===== config.mk =====
export PLATFORM = sky130hd
export DESIGN_NAME = dsi_cfg_arbiter
export DESIGN_NICKNAME = d
export VERILOG_FILES = /design/src/rtl/dsi_cfg_pkg.sv /design/src/rtl/rr_arbiter_n.sv /design/src/rtl/dsi_cfg_arbiter.sv
export SDC_FILE = /design/constraint.sdc
export NUM_CORES = 1
export LEC_CHECK = 0
export ABC_AREA = 1
export BUFFER_PORTS_ARGS = -buffer_cell sky130_fd_sc_hd__buf_2
export CAP_MARGIN = 30
export CORE_MARGIN = 4
export CORE_UTILIZATION = 45
export CTS_CLUSTER_SIZE = 20
export DETAILED_ROUTE_END_ITERATION = 10
export PLACE_DENSITY = 0.8
export SETUP_SLACK_MARGIN = 0.1
export SLEW_MARGIN = 25
export SYNTH_ARGS = -nofsm -noshare
export SYNTH_HDL_FRONTEND = slang
export SYNTH_HIERARCHICAL = 1
export SYNTH_SLANG_ARGS = --single-unit

===== constraint.sdc =====
create_clock -name clk_i -period 4.1 [get_ports clk_i]
set_clock_uncertainty 0.15 [all_clocks]
set_input_delay 0.615 -clock clk_i [delete_from_list [all_inputs] [get_ports clk_i]]
set_output_delay 0.615 -clock clk_i [all_outputs]
set_load 0.005 [all_outputs]

===== src/rtl/dsi_cfg_pkg.sv =====
// dsi_cfg_pkg: shared state encoding, AXI response codes and bus-slicing helper for the DSI config arbiter
package dsi_cfg_pkg;
    typedef enum logic [1:0] {IDLE, ADDR, RESP, DONE} state_t;
    localparam logic [1:0] BRESP_OKAY = 2'b00;
    function automatic int slice_lo(input int k, input int w);
        return k * w;
    endfunction
endpackage


===== src/rtl/rr_arbiter_n.sv =====
// rr_arbiter_n: combinational round-robin pick, searching upward from the slot after ptr with wrap
import dsi_cfg_pkg::*;
module rr_arbiter_n #(
    parameter int N = 2
) (
    input  logic [N-1:0]         req_i,
    input  logic [$clog2(N)-1:0] ptr_i,
    input  logic                 en_i,
    output logic [N-1:0]         gnt_o,
    output logic [$clog2(N)-1:0] idx_o
);
    localparam int IW = $clog2(N);
    logic [IW-1:0] k;
    logic          found;
    // first requester at or after ptr+1 (mod N) wins; nothing is granted while disabled
    always_comb begin
        gnt_o = '0;
        idx_o = '0;
        found = 1'b0;
        k     = '0;
        for (int i = 1; i <= N; i++) begin
            k = IW'((int'(ptr_i) + i) % N);
            if (en_i && !found && req_i[k]) begin
                found    = 1'b1;
                gnt_o[k] = 1'b1;
                idx_o    = k;
            end
        end
    end
endmodule


===== src/rtl/dsi_cfg_arbiter.sv =====
// dsi_cfg_arbiter: shares one AXI4-Lite write port between N_REQ requesters, round-robin, with a B-response timeout
import dsi_cfg_pkg::*;
module dsi_cfg_arbiter #(
    parameter int N_REQ   = 2,
    parameter int AW      = 8,
    parameter int DW      = 32,
    parameter int TIMEOUT = 1023
) (
    input  logic                clk_i,
    input  logic                rst_i,
    input  logic [N_REQ-1:0]    req_valid_i,
    input  logic [N_REQ*AW-1:0] req_addr_i,
    input  logic [N_REQ*DW-1:0] req_data_i,
    output logic [N_REQ-1:0]    req_ready_o,
    output logic [N_REQ-1:0]    done_o,
    output logic [N_REQ-1:0]    err_o,
    output logic [AW-1:0]       awaddr_o,
    output logic                awvalid_o,
    input  logic                awready_i,
    output logic [DW-1:0]       wdata_o,
    output logic [DW/8-1:0]     wstrb_o,
    output logic                wvalid_o,
    input  logic                wready_i,
    input  logic                bvalid_i,
    input  logic [1:0]          bresp_i,
    output logic                bready_o,
    output logic                busy_o
);
    localparam int IW = $clog2(N_REQ);
    localparam int CW = (TIMEOUT > 0) ? $clog2(TIMEOUT + 1) : 1;
    localparam logic [CW-1:0] CNT_MAX = '1;

    state_t           state_q;
    logic [IW-1:0]    ptr_q, gidx;
    logic [N_REQ-1:0] gnt, ptr_oh, req_ready_q, done_q, err_q;
    logic [CW-1:0]    cnt_q;
    logic [AW-1:0]    awaddr_q;
    logic [DW-1:0]    wdata_q;
    logic             awvalid_q, wvalid_q, bready_q, busy_q;
    logic             aw_hs, w_hs, addr_done_d, tmo_d;
    logic [AW-1:0]    addr_a [N_REQ];
    logic [DW-1:0]    data_a [N_REQ];

    genvar k;
    generate
        for (k = 0; k < N_REQ; k++) begin : g_unpack
            assign addr_a[k] = req_addr_i[slice_lo(k, AW) +: AW];
            assign data_a[k] = req_data_i[slice_lo(k, DW) +: DW];
        end
    endgenerate

    rr_arbiter_n #(.N(N_REQ)) u_rr (
        .req_i (req_valid_i),
        .ptr_i (ptr_q),
        .en_i  (state_q == IDLE),
        .gnt_o (gnt),
        .idx_o (gidx)
    );

    // AW and W complete independently; the address phase ends once neither is still outstanding
    assign aw_hs       = awvalid_q & awready_i;
    assign w_hs        = wvalid_q & wready_i;
    assign addr_done_d = (aw_hs | ~awvalid_q) & (w_hs | ~wvalid_q);
    assign tmo_d       = (TIMEOUT != 0) && (int'(cnt_q) >= TIMEOUT - 1);
    assign ptr_oh      = N_REQ'(1) << ptr_q;

    // transaction FSM: grant in IDLE, AXI handshakes in ADDR/RESP, one-cycle completion pulse from DONE
    always_ff @(posedge clk_i or posedge rst_i) begin
        if (rst_i) begin
            state_q     <= IDLE;
            ptr_q       <= IW'(N_REQ - 1);
            cnt_q       <= '0;
            req_ready_q <= '0;
            done_q      <= '0;
            err_q       <= '0;
            awaddr_q    <= '0;
            wdata_q     <= '0;
            awvalid_q   <= 1'b0;
            wvalid_q    <= 1'b0;
            bready_q    <= 1'b0;
            busy_q      <= 1'b0;
        end else begin
            req_ready_q <= '0;
            done_q      <= '0;
            err_q       <= '0;
            if (state_q == ADDR || state_q == RESP) cnt_q <= (cnt_q == CNT_MAX) ? cnt_q : cnt_q + 1'b1;
            case (state_q)
                IDLE: if (|req_valid_i) begin
                    awaddr_q    <= addr_a[gidx];
                    wdata_q     <= data_a[gidx];
                    awvalid_q   <= 1'b1;
                    wvalid_q    <= 1'b1;
                    req_ready_q <= gnt;
                    ptr_q       <= gidx;
                    cnt_q       <= '0;
                    busy_q      <= 1'b1;
                    state_q     <= ADDR;
                end
                ADDR: if (tmo_d) begin
                    awvalid_q <= 1'b0;
                    wvalid_q  <= 1'b0;
                    done_q    <= ptr_oh;
                    err_q     <= ptr_oh;
                    state_q   <= DONE;
                end else begin
                    if (aw_hs) awvalid_q <= 1'b0;
                    if (w_hs) wvalid_q <= 1'b0;
                    if (addr_done_d) begin
                        bready_q <= 1'b1;
                        state_q  <= RESP;
                    end
                end
                RESP: if (bvalid_i || tmo_d) begin
                    bready_q <= 1'b0;
                    done_q   <= ptr_oh;
                    err_q    <= (!bvalid_i || bresp_i != BRESP_OKAY) ? ptr_oh : '0;
                    state_q  <= DONE;
                end
                DONE: begin
                    busy_q  <= 1'b0;
                    state_q <= IDLE;
                end
            endcase
        end
    end

    assign req_ready_o = req_ready_q;
    assign done_o      = done_q;
    assign err_o       = err_q;
    assign awaddr_o    = awaddr_q;
    assign awvalid_o   = awvalid_q;
    assign wdata_o     = wdata_q;
    assign wstrb_o     = {(DW/8){wvalid_q}};
    assign wvalid_o    = wvalid_q;
    assign bready_o    = bready_q;
    assign busy_o      = busy_q;
endmodule


==> results <==
- The flow ran to the end, and the final reports show no timing, DRC or antenna violations.
- Across all register-to-register paths, the minimum setup slack is 1.57 ns.
- Synthesis produced 408 cells.
- The filler cells instantiated in the layout total 629.
- The worst path required time is 4.11 ns.
- The wire length of the first global-routing pass is 13400 um.
- The number of unique standard cell types used by synthesis is 25.
- The final number of hold-violating endpoints is 0.
- The part of the cycle the worst path needs is 0.618.
- The total global routing overflow is 0.
- Dividing the detail-routed via count by the number of cells gives 5.00.
- The hold buffer count at cts is 0.
- After legalization and detailed placement, the total HPWL measured 6110 um.
- The tool flagged a number of max-cap violations equal to 0.
- The cell family contributing the most delay on the critical path is buffers and inverters.
- In this design, the stage delay of the slowest critical-path cell is 0.43 ns.
- The fraction of final layout cells with drive strength greater than 1 is 0.324.
- The initial antenna violation count is 0.
- The worst-path cell with the longest stage delay is sky130_fd_sc_hd__dfrtp_1.
- In this run the worst path has a maximum fanout of 41.
- The core area is 6830 um^2.
- The longest clock path from root to sink contains 2 buffers.
- The via count is 3199.
- The synthesized area is 3200 um^2.
- Summing all placed instances gives a cell area of 3930 um^2.
- The path category of the worst min-delay check is in2async.
- The capture instance of the worst register-to-register path is wdata_o[30].
- The type of destination of the critical path is a register.
- Setup repair after global routing left no endpoint under its margin.
- Counting flops and latches in the post-synthesis netlist gives 63.
- The detail route stage leaves a number of antenna-violating nets equal to 0.
- On the final layout, the worst hold slack is 0.0516 ns.
- For the worst flop-to-flop path, the logic depth is 8.
- The area added between synthesis and finish is 28.6%.
- At the end of routability-driven placement, the weighted congestion stood at 0.806.
- The die span in y is 92.3 um.
- The via count of the first global-routing pass is 3050.
- The clock-pin transition on the worst setup and hold timing paths is 0.07 ns.
- The post-synthesis net count is 503.
- In this run the mean area of a mapped cell was 7.83 um^2.
- The power density over the cells is 671 nW/um^2.
- The final total negative setup slack is 0 ns.
- The worst endpoint data arrival time is 2.54 ns.
- Counting I/O delays and the setup requirement, the final critical path takes 2.53 ns.
- The H-tree level count is 3.
- The total buffers and inverters traversed by the critical path is 3.
- The static power due to leakage is 2.09 nW.
- The standard-cell row count is 30.
- The later pin in the worst-skew pair is clocked with a latency of 0.32 ns.
- The total wirelength of the detailed-routed design is 8200 um.
- For this configuration, the core starts out at a cell density of 0.468.
- After routing the design area is 4110 um^2.
- The critical path is of the reg2reg type.
- The final setup violation count is 0.
- The remaining routing DRC violations is 0.
- In this run the count of I/O pins placed on the die edge is 143.
- Headroom to the max-slew limit came out at 0.509.
- After detailed routing, the average wire length per cell comes to 12.8 um.
- The number of max-slew violations in the final report is 0.
- In this run the tool buffered the top-level ports with 142 buffer cells.
- The total number of yosys warnings is 6.
- The number of antenna diodes in the final layout is 0.
- The worst setup path is launched from a register.
- Across the VDD grid, the largest voltage drop is 0.307 mV.
- The CTS root buffer is sky130_fd_sc_hd__clkbuf_8.
- The transition time of the tightest slew-check pin is 0.736 ns.
- The final design utilization is 0.601.
- In this run the critical register-to-register path is launched from state_q[0].
- The fmax is 0.395 GHz.
- The cell seen most often among critical-path stages is sky130_fd_sc_hd__nand2_1.
- The CTS tree is built.
- In this run the horizontal extent of the chip is 92.3 um.
- Counting every sink on the clock net gives 63.
- The register area share after synthesis is 0.494.
- The first detailed-routing pass took 4 iterations.
- TritonCTS created 9 clock buffers.
- Entering global routing, the biggest net connects 84 pins.
- The number of nets in the final layout is 635.
- Walking the worst path, the cells encountered are inv_1 -> ha_1 -> nand2_1 -> a21oi_4 -> buf_4 -> inv_2 -> nand2_1 -> a31oi_1.
- The die covers 8510 um^2.
- The quantity of gates resized following cts is 0.
- The number of setup buffers added after CTS is 0.
- The global-route usage over all layers is 0.194.
- The count of routing violations after the opening detailed-route iteration is 177.
synth_stat cells:
cell type | instances | area [um^2]
sky130_fd_sc_hd__a211oi_1 | 1 | 7.51
sky130_fd_sc_hd__a21oi_1 | 16 | 80.1
sky130_fd_sc_hd__a31oi_1 | 40 | 250
sky130_fd_sc_hd__buf_2 | 8 | 40.0
sky130_fd_sc_hd__buf_4 | 4 | 30.0
sky130_fd_sc_hd__buf_6 | 2 | 22.5
sky130_fd_sc_hd__clkbuf_1 | 10 | 37.5
sky130_fd_sc_hd__dfrtp_1 | 62 | 1550
sky130_fd_sc_hd__dfstp_2 | 1 | 26.3
sky130_fd_sc_hd__ha_1 | 6 | 75.1
sky130_fd_sc_hd__inv_1 | 32 | 120
sky130_fd_sc_hd__inv_2 | 2 | 7.51
sky130_fd_sc_hd__nand2_1 | 121 | 454
sky130_fd_sc_hd__nand2_2 | 3 | 18.8
sky130_fd_sc_hd__nand2_4 | 1 | 11.3
sky130_fd_sc_hd__nand3_1 | 20 | 100
sky130_fd_sc_hd__nand3_2 | 3 | 30.0
sky130_fd_sc_hd__nand4_1 | 2 | 12.5
sky130_fd_sc_hd__nor2_1 | 57 | 214
sky130_fd_sc_hd__nor2_2 | 1 | 6.26
sky130_fd_sc_hd__nor2_4 | 2 | 22.5
sky130_fd_sc_hd__nor3_1 | 2 | 10.0
sky130_fd_sc_hd__o21ai_0 | 10 | 50.1
sky130_fd_sc_hd__o221ai_1 | 1 | 8.76
sky130_fd_sc_hd__or2_4 | 1 | 8.76
worst max path at each step:
stage / end / cells after the start / slack (ns) / start
6_report: wdata_o[30] / 8 / 1.57 / state_q[0]
5_1_grt: wdata_o[13] / 8 / 1.35 / state_q[0]
4_1_cts: wdata_o[30] / 8 / 1.54 / state_q[0]
3_5_place_dp: wdata_o[30] / 8 / 1.56 / state_q[0]
3_3_place_gp: awaddr_o[0] / 8 / 1.38 / state_q[0]
2_1_floorplan: awaddr_o[0] / 1 / 1.77 / rst_i
cell type report:
class                   count  area [um^2]  area share
repair buffers            145          746       0.181
multi-input cells         287         1370       0.334
flip-flops and latches     63         1580       0.384
clock buffers              11          141      0.0344
clock inverters             4         22.5     0.00548
well taps                  96          120      0.0292
inverters                  34          130      0.0317
layer usage:
metal  up-vias  GRT usage  wire length (um)  part of all wire
met5         -          0                 0                 0
met4         0     0.0693                61            0.0074
met3         6     0.0558               584             0.071
met2       130      0.330              4150              0.51
met1      1481      0.236              3400              0.41
li1       1582          -                 -                 -
registers in the layout, indices dropped and copies added, names as in the netlist:
register     count
awaddr_o         8
cnt_q           10
bready_o         1
req_ready_o      2
wdata_o         32
wvalid_o         1
awvalid_o        1
busy_o           1
err_o            2
done_o           2
ptr_q            1
state_q          2
where the power goes:
part / internal, mW / leakage, nW / total [mW] / switching (mW)
Combinational: 0.495 / 1.26 / 1.23 / 0.739
Sequential: 0.893 / 0.741 / 1.07 / 0.174
Clock: 0.229 / 0.0850 / 0.456 / 0.226
Total: 1.62 / 2.09 / 2.76 / 1.14
placed cells by master (no fill, tap or decap), types with 10 or more instances in the layout:
| cell | instances |
|---|---|
| sky130_fd_sc_hd__nand2_1 | 121 |
| sky130_fd_sc_hd__dfrtp_1 | 62 |
| sky130_fd_sc_hd__o21ai_0 | 10 |
| sky130_fd_sc_hd__inv_1 | 30 |
| sky130_fd_sc_hd__clkbuf_8 | 10 |
| sky130_fd_sc_hd__buf_2 | 142 |
| sky130_fd_sc_hd__a31oi_1 | 40 |
| sky130_fd_sc_hd__nand3_1 | 20 |
| sky130_fd_sc_hd__nor2_1 | 57 |
| sky130_fd_sc_hd__a21oi_1 | 15 |
logic make-up after synthesis:
| family | count (synthesis) | share of synthesized area |
|---|---|---|
| compound gates | 68 | 0.124 |
| flops | 63 | 0.494 |
| simple gates | 213 | 0.278 |
| buf+inv | 58 | 0.0807 |
| fa+ha+maj | 6 | 0.0235 |
stage by stage:
stage	power (mW)	worst slack (ns)	std cells
after floorplan	1.89	1.77	408
after global placement	2.26	1.38	624
after detailed placement	2.32	1.56	624
after CTS	2.79	1.54	639
after global routing	3.00	1.35	640
final	2.76	1.57	640
Power figures use the tool's default switching activity.
